[src/rtl/rf_wb_arbiter.sv]
// Write-back arbiter for the 32x32 register file: shares one write port between
// the ALU and LSU, drives a registered write stage and keeps a pending-write scoreboard.
module rf_wb_arbiter #(
  parameter bit RR_EN = 1'b1
) (
  input  logic        clk_i,
  input  logic        rst_ni,
  input  logic        issue_valid_i,
  input  logic [4:0]  issue_addr_i,
  input  logic [4:0]  rs1_addr_i,
  input  logic [4:0]  rs2_addr_i,
  output logic        hazard_o,
  input  logic        alu_valid_i,
  input  logic [4:0]  alu_addr_i,
  input  logic [31:0] alu_data_i,
  output logic        alu_ready_o,
  input  logic        lsu_valid_i,
  input  logic [4:0]  lsu_addr_i,
  input  logic [31:0] lsu_data_i,
  output logic        lsu_ready_o,
  output logic        rf_we_o,
  output logic [4:0]  rf_waddr_o,
  output logic [31:0] rf_wdata_o
);

  logic        r_last_lsu;
  logic        r_we;
  logic [4:0]  r_waddr;
  logic [31:0] r_wdata;
  logic [31:0] r_busy;

  logic        w_alu_gnt;
  logic        w_lsu_gnt;
  logic        w_any_gnt;
  logic [4:0]  w_gnt_addr;
  logic [31:0] w_gnt_data;
  logic        w_issue_ok;
  logic [31:0] w_set;
  logic [31:0] w_clr;
  logic [31:0] w_busy_nxt;

  // Handshake: a source transfers when valid && ready; ready depends only on the
  // valids and the last grant, and a waiting source holds valid/addr/data stable.
  always_comb begin
    w_alu_gnt  = alu_valid_i & (~lsu_valid_i | (RR_EN == 1'b0) | r_last_lsu);
    w_lsu_gnt  = lsu_valid_i & ~w_alu_gnt;
    w_any_gnt  = w_alu_gnt | w_lsu_gnt;
    w_gnt_addr = w_alu_gnt ? alu_addr_i : lsu_addr_i;
    w_gnt_data = w_alu_gnt ? alu_data_i : lsu_data_i;
  end

  assign alu_ready_o = w_alu_gnt;
  assign lsu_ready_o = w_lsu_gnt;

  always_ff @(posedge clk_i or negedge rst_ni) begin
    if (!rst_ni) begin
      r_last_lsu <= 1'b1;
    end else if (w_any_gnt) begin
      r_last_lsu <= w_lsu_gnt;
    end
  end

  // x0 requests are acknowledged but never raise the write enable.
  always_ff @(posedge clk_i or negedge rst_ni) begin
    if (!rst_ni) begin
      r_we    <= 1'b0;
      r_waddr <= 5'd0;
      r_wdata <= 32'd0;
    end else begin
      r_we <= w_any_gnt & (w_gnt_addr != 5'd0);
      if (w_any_gnt) begin
        r_waddr <= w_gnt_addr;
        r_wdata <= w_gnt_data;
      end
    end
  end

  assign rf_we_o    = r_we;
  assign rf_waddr_o = r_waddr;
  assign rf_wdata_o = r_wdata;

  // Bit 0 of r_busy is never set, so x0 sources never stall decode.
  assign hazard_o   = r_busy[rs1_addr_i] | r_busy[rs2_addr_i] |
                      (issue_valid_i & r_busy[issue_addr_i]);
  assign w_issue_ok = issue_valid_i & ~hazard_o & (issue_addr_i != 5'd0);

  always_comb begin
    w_set      = w_issue_ok ? (32'd1 << issue_addr_i) : 32'd0;
    w_clr      = r_we ? (32'd1 << r_waddr) : 32'd0;
    w_busy_nxt = ((r_busy & ~w_clr) | w_set) & ~32'd1;
  end

  always_ff @(posedge clk_i or negedge rst_ni) begin
    if (!rst_ni) begin
      r_busy <= 32'd0;
    end else begin
      r_busy <= w_busy_nxt;
    end
  end

endmodule
[config.mk]
export PLATFORM = sky130hd
export DESIGN_NAME = rf_wb_arbiter
export DESIGN_NICKNAME = d
export VERILOG_FILES = /design/src/rtl/rf_wb_arbiter.sv
export SDC_FILE = /design/constraint.sdc
export NUM_CORES = 1
export LEC_CHECK = 0
export CORE_MARGIN = 4
export CORE_UTILIZATION = 46
export CTS_CLUSTER_DIAMETER = 60
export CTS_CLUSTER_SIZE = 12
export DETAILED_ROUTE_END_ITERATION = 8
export GPL_TIMING_DRIVEN = 1
export PLACE_DENSITY = 0.81
export SLEW_MARGIN = 15
export SYNTH_ARGS = -nofsm -noshare
export SYNTH_HDL_FRONTEND = slang
export SYNTH_SLANG_ARGS = --single-unit
export TNS_END_PERCENT = 50
[constraint.sdc]
create_clock -name clk_i -period 2.83 [get_ports clk_i]
set_input_delay 0.283 -clock clk_i [delete_from_list [all_inputs] [get_ports clk_i]]
set_output_delay 0.283 -clock clk_i [all_outputs]
set_load 0.02 [all_outputs]
==> impl_metrics.json, run 1 <==
{
  "status": "finished clean",
  "wl_per_cell_um": 19.0,
  "syn_to_final_growth_pct": 45.1,
  "ant_nets": 0,
  "syn_nets": 487,
  "worst_pin_slew_ns": 0.754,
  "grt_overflow": 0,
  "drt-vias-per-instance": 5.79,
  "synth_top_area_share_pct": 43.9,
  "gp_congestion": 0.917,
  "yosys-top-cells-area": "dfrtp_1 (44%), mux2i_1 (13%), o21ai_0 (8.1%), mux4_2 (8.0%), a21oi_1 (4.8%)",
  "required_ns": 2.55,
  "hold_path.class": "in2reg",
  "drt_iter0_drc": 308,
  "drv_slew": 0,
  "fmax_mhz": 372,
  "grt_usage_pct": 25.1,
  "grt_max_degree": 71,
  "cts-root-buf": "clkbuf_8",
  "holdPathStages": 3,
  "slew_headroom_pct": 49.0,
  "synth_area_mm2": 0.00393,
  "port_buffers": 134,
  "synth_commonest_cells": "dfrtp_1 (69), o21ai_0 (64), mux2i_1 (50)",
  "insertion_delay_ns": 0.35,
  "ir_worst_vdd_uv": 478,
  "synthFlopType": "dfrtp_1",
  "post-place-ws_ns": -0.233,
  "timing_hold_violations_final": 0,
  "die-width_um": 100,
  "rows": 33,
  "drcViolationCount": 0,
  "setup_tns_ns": 0,
  "worstPathMaxFanout": 6,
  "synth_top_area_cell": "dfrtp_1",
  "critPathCaptureType": "output port",
  "antenna_found_initial": 0,
  "start_kind": "input port",
  "cts_sinks": 70,
  "criticalPathCategory": "in2out",
  "setup_viol": 0,
  "die_area_mm2": 0.0101,
  "routed-via-count": 3770,
  "syn_avg_cell_area_um2": 10.0,
  "synth_seq_area_share_pct": 44.6,
  "cp-startpoint": "issue_addr_i[0]",
  "tritoncts": "yes",
  "worst_ep_arrival_time_ns": 2.40,
  "fin_skew_ns": 0.00565,
  "rsz0062_at_grt": "false",
  "wirelength_um": 12400,
  "synth_seq_cells": 70,
  "cts-htree-levels": 3,
  "yosysUniqueCellTypes": 36,
  "grt_pass1_vias": 3951,
  "cts_buffers": 9,
  "synth-edff-count": 0,
  "fin_ws_ns": 0.142,
  "crit_end": "hazard_o",
  "dr.pass1.iters": 5,
  "p_per_area_mw_per_mm2": 665,
  "ios": 135,
  "dp_hpwl_um": 9470,
  "cap_violations": 0,
  "grt_pass1_wl_um": 19700,
  "coreArea_mm2": 0.00826,
  "p_leak_nw": 2.34,
  "clock_path_buffers": 2,
  "r2r-end": "r_busy[11]",
  "yosysMostFrequentCell": "dfrtp_1",
  "die_h_um": 100,
  "syn_inst": 393,
  "synth_warnings": 0,
  "clk_pin_slew_ns": 0.07,
  "antennaDiodeCount": 0,
  "async_flop_share_pct": 100,
  "r2r-start": "r_busy[10]",
  "start_util_pct": 47.6,
  "reg2reg_slack_ns": 0.35,
  "r2r_cells": 7,
  "drive_above_1_share_pct": 12.5,
  "finalCritPeriodShare_pct": 95.0,
  "min_period_ns": 2.69,
  "final_nets": 635
}
-- final cells by class --
cell class / count / area (um^2)
Tap cell: 105 / 131
Multi-Input combinational cell: 298 / 2090
Timing Repair Buffer: 158 / 1520
Fill cell: 637 / 2550
Inverter: 4 / 15.0
Sequential cell: 70 / 1750
Clock inverter: 6 / 61.3
Clock buffer: 10 / 138
-- metal layers --
layer | routed length (um) | part of all wire (%) | GRT usage [%]
met1 | 4410 | 36 | 28.2
met2 | 6000 | 49 | 41.7
met3 | 1500 | 12 | 10.0
met4 | 432 | 3.5 | 12.1
met5 | 0 | 0 | 0
-- critical path, stage by stage --
cell             delay, ns
clkdlybuf4s50_1       0.45
buf_4                 0.16
mux4_2                0.50
mux4_2                0.46
nand2b_1              0.15
nand4_1               0.14
nand3_1               0.09
clkbuf_2              0.16
-- report_power, final --
part | leakage [nW] | switching [mW] | internal [mW]
registers | 0.803 | 0.354 | 1.30
logic | 1.44 | 0.599 | 0.735
clock network | 0.102 | 0.380 | 0.427
-- registers in the layout, summed over array words and instances, names as in the netlist --
name	flops
rf_we_o	1
r_busy	31
rf_waddr_o	5
r_last_lsu	1
rf_wdata_o	32
-- logic make-up (layout without fill, tap and decap cells) --
family	after synthesis	after routing	synth area share, %
AO/OA/AOI/OAI	117	117	16.2
AND/OR/NAND/NOR	109	109	13.7
multiplexers	72	72	23.0
flip-flops	70	70	44.6
buffers and inverters	25	178	2.42
-- cells in the final DEF, fill, tap and decap left out, types with 4 or more instances in the layout --
cell             instances
mux2_2                   8
dfrtp_1                 69
o21ai_0                 64
nand3_1                 12
buf_4                   22
nor2b_1                 15
a21oi_1                 38
clkbuf_8                10
inv_1                    4
nand2_1                 13
nor2_1                  46
clkdlybuf4s50_1        131
mux4_2                  14
nand4_1                  7
mux2i_1                 50
-- metrics by stage --
stage	cells	total power [mW]	hold WS (ns)	util, %	area (um^2)
final	651	3.79	0.253	69.1	5710
after detailed placement	634	2.98	0.341	66.6	5500
after global routing	651	3.99	0.289	69.1	5710
after floorplan	393	2.32	-0.0126	-	3930
after CTS	651	3.79	0.246	69.2	5710
after global placement	634	2.93	0.334	66.6	5500
-- repair_timing --
| item | 4_1_cts | 5_1_grt |
|---|---|---|
| resized for setup | 2 | 1 |
| endpoints found under the hold margin | 69 | 0 |
| setup endpoints to repair | 1 | 1 |
| hold buffers | 1 | 0 |
| cloned | 0 | 0 |
| setup buffers | 0 | 0 |
-- worst min-delay path by stage --
stage,slack [ns],startpoint,endpoint
finish,0.25,lsu_valid_i,r_last_lsu
global route,0.29,lsu_valid_i,r_last_lsu
CTS,0.25,lsu_valid_i,r_last_lsu
detailed placement,0.34,rst_ni,rf_wdata_o[15]
global placement,0.33,rst_ni,rf_wdata_o[15]
floorplan,-0.01,rst_ni,r_busy[10]
Note: power is estimated with default switching activity, not from simulation.
==> inputs of run 2 (changes only) <==
CTS_CLUSTER_SIZE = unset   (was 12)
SKIP_LAST_GASP = 1   (was unset)
==> results of run 2 <==
The final DEF is identical to that of run 1; final timing and power are the same.
==> inputs of run 3 (changes only) <==
PLACE_DENSITY = 0.85   (was 0.81)
==> run 3 against run 2 <==
Clock skew grew 0.0013 ns. Total power shrank 0.24%. Fmax is 0.41% higher. Clock power shrank 0.7%. Register-to-register slack improved by 0.02 ns. Hold slack got worse by 0.25 ns. Global-route usage rose by 0.14 points. Die area did not move. Largest cell class unchanged.
==> impl_metrics.json, run 3 (same netlist as run 1, synthesis figures left out) <==
{
  "wl_per_cell_um": 19.4,
  "met1_length_um": 4530,
  "die_area_mm2": 0.0101,
  "dr.pass1.iters": 4,
  "drv_slew": 0,
  "top_layer_used": "met4",
  "post-place-ws_ns": -0.215,
  "worst_ep_arrival_time_ns": 2.39,
  "coreArea_mm2": 0.00826,
  "dr_wl_met3_um": 1440,
  "fin_skew_ns": 0.00698,
  "grt_pass1_vias": 3929,
  "regArea_mm2": 0.00175,
  "ios": 135,
  "internal_power_mw": 2.44,
  "wl_met2_um": 6430,
  "slew_headroom_pct": 48.6,
  "ir_worst_vdd_uv": 378,
  "antennaDiodeCount": 0,
  "combPwrFrac_pct": 35.3,
  "largest_reg_flops": 32,
  "criticalPathCategory": "in2out",
  "n_fill_cell": 606,
  "rows": 33,
  "grt_usage_pct": 25.3,
  "start_util_pct": 47.6,
  "rsz0062_at_grt": "false",
  "dp_hpwl_um": 9760,
  "dpl_cell_area_mm2": 0.00550,
  "worst_pin_slew_ns": 0.771,
  "ant_nets": 0,
  "multiInputGateArea_mm2": 0.00209,
  "crit_top_cell": "mux4_2",
  "antenna_found_initial": 0,
  "insertion_delay_ns": 0.34,
  "drive_above_1_share_pct": 12.6,
  "drt_iter0_drc": 225,
  "grt_max_degree": 76,
  "p_switching_mw": 1.35,
  "fin_ws_ns": 0.153,
  "start_kind": "input port",
  "final_nets": 635,
  "cts_sinks": 70,
  "final_area_mm2": 0.00569,
  "layout_common_cells": "clkdlybuf4s50_1 (131), dfrtp_1 (69), o21ai_0 (64)",
  "pwr-share-seq_pct": 43.6,
  "grt_pass1_wl_um": 19700,
  "port_buffers": 134,
  "clock_path_buffers": 2,
  "critPathCaptureType": "output port",
  "wirelength_um": 12600,
  "die_h_um": 100,
  "p_leak_nw": 2.33,
  "cts_buffers": 9,
  "gp_congestion": 0.954,
  "drcViolationCount": 0,
  "worstPathCellList": "clkdlybuf4s50_1 > buf_4 > mux4_2 > mux4_2 > nand2b_1 > nand4_1 > nand3_1 > clkbuf_2",
  "cts-root-buf": "clkbuf_8",
  "switching_share_pct": 35.6,
  "timing_hold_violations_final": 0,
  "layoutNonFillerInstCount": 651,
  "slowest_stage": "mux4_2",
  "routed-via-count": 3828,
  "clk_pin_slew_ns": 0.08,
  "drt-vias-per-instance": 5.88,
  "cts-htree-levels": 3,
  "status": "finished clean",
  "grt_overflow": 0,
  "die-width_um": 100,
  "clock_power_share_pct": 21.2,
  "tritoncts": "yes",
  "min_period_ns": 2.68,
  "p_per_area_mw_per_mm2": 665,
  "post_cts_buffers": 0,
  "max_stage_delay_ns": 0.50,
  "layout_commonest_cell": "clkdlybuf4s50_1",
  "required_ns": 2.55,
  "setup_viol": 0,
  "fmax_mhz": 374,
  "cap_violations": 0,
  "finalHoldWorstSlack_ns": 0.00251,
  "dpl.cell_count": 635,
  "worstPathMaxFanout": 7,
  "syn_to_final_growth_pct": 44.7,
  "hold_path.class": "in2async",
  "finalCritPeriodShare_pct": 94.6
}
[run 3: cell count changes in the layout (fill, tap and decap cells not counted)]
cell | previous run | this run
buf_12 | 1 | 0
buf_4 | 22 | 24
clkinv_2 | 3 | 1
clkinv_4 | 1 | 2
dlygate4sd3_1 | 1 | 0
clkinvlp_4 | 1 | 3
clkbuf_8 | 10 | 9
[run 3: metrics by stage]
step	total power [mW]	util, %	setup TNS (ns)
floorplan	2.32	-	0
global placement	2.93	66.6	-0.212
detailed placement	2.98	66.6	-0.676
CTS	3.79	69.0	0
global route	3.98	68.9	0
finish	3.78	68.9	0
[run 3: worst max-delay path, delay by kind of cell]
kind / cells / cell delay (ns)
multiplexers: 2 / 0.95
AND/OR/NAND/NOR: 3 / 0.37
buffers and inverters: 3 / 0.80
[run 3: final cells by class]
class	instances	area share [%]
repair buffers	158	26.5
multi-input cells	298	36.7
clock inverters	7	1.32
well taps	105	2.31
flip-flops and latches	70	30.8
clock buffers	9	2.18
inverters	4	0.264
[run 3: worst paths after layout]
path                                  from             end  slack (ns)  cells after the start
setup / recovery           issue_addr_i[0]        hazard_o        0.15                      8
hold / removal                      rst_ni  rf_wdata_o[15]       0.003                      1
setup reg to reg                r_busy[15]      r_busy[10]        0.37                      7
hold reg to reg                 r_last_lsu      r_last_lsu        0.50                      2
max in group asynchronous           rst_ni      r_busy[23]        2.04                      2
min in group clk_i             lsu_valid_i      r_last_lsu        0.22                      3
[run 3: power by group through the flow]
stage | logic, mW | registers (mW) | clock network, mW
after floorplan | 0.726 | 1.59 | 0
after global placement | 1.28 | 1.65 | 0
after detailed placement | 1.33 | 1.65 | 0
after CTS | 1.34 | 1.63 | 0.817
after global routing | 1.45 | 1.68 | 0.854
final | 1.34 | 1.65 | 0.801
[run 3: repair_timing]
item	4_1_cts	5_1_grt
resized for setup	2	1
endpoints found under the setup margin	1	1
pin swaps	0	0
hold buffers	0	0
[run 3: metal layers]
metal / vias up / global-route usage (%)
met5: - / 0
met4: 0 / 9.33
met3: 18 / 9.45
met2: 194 / 43.3
met1: 1867 / 28.7
li1: 1749 / -
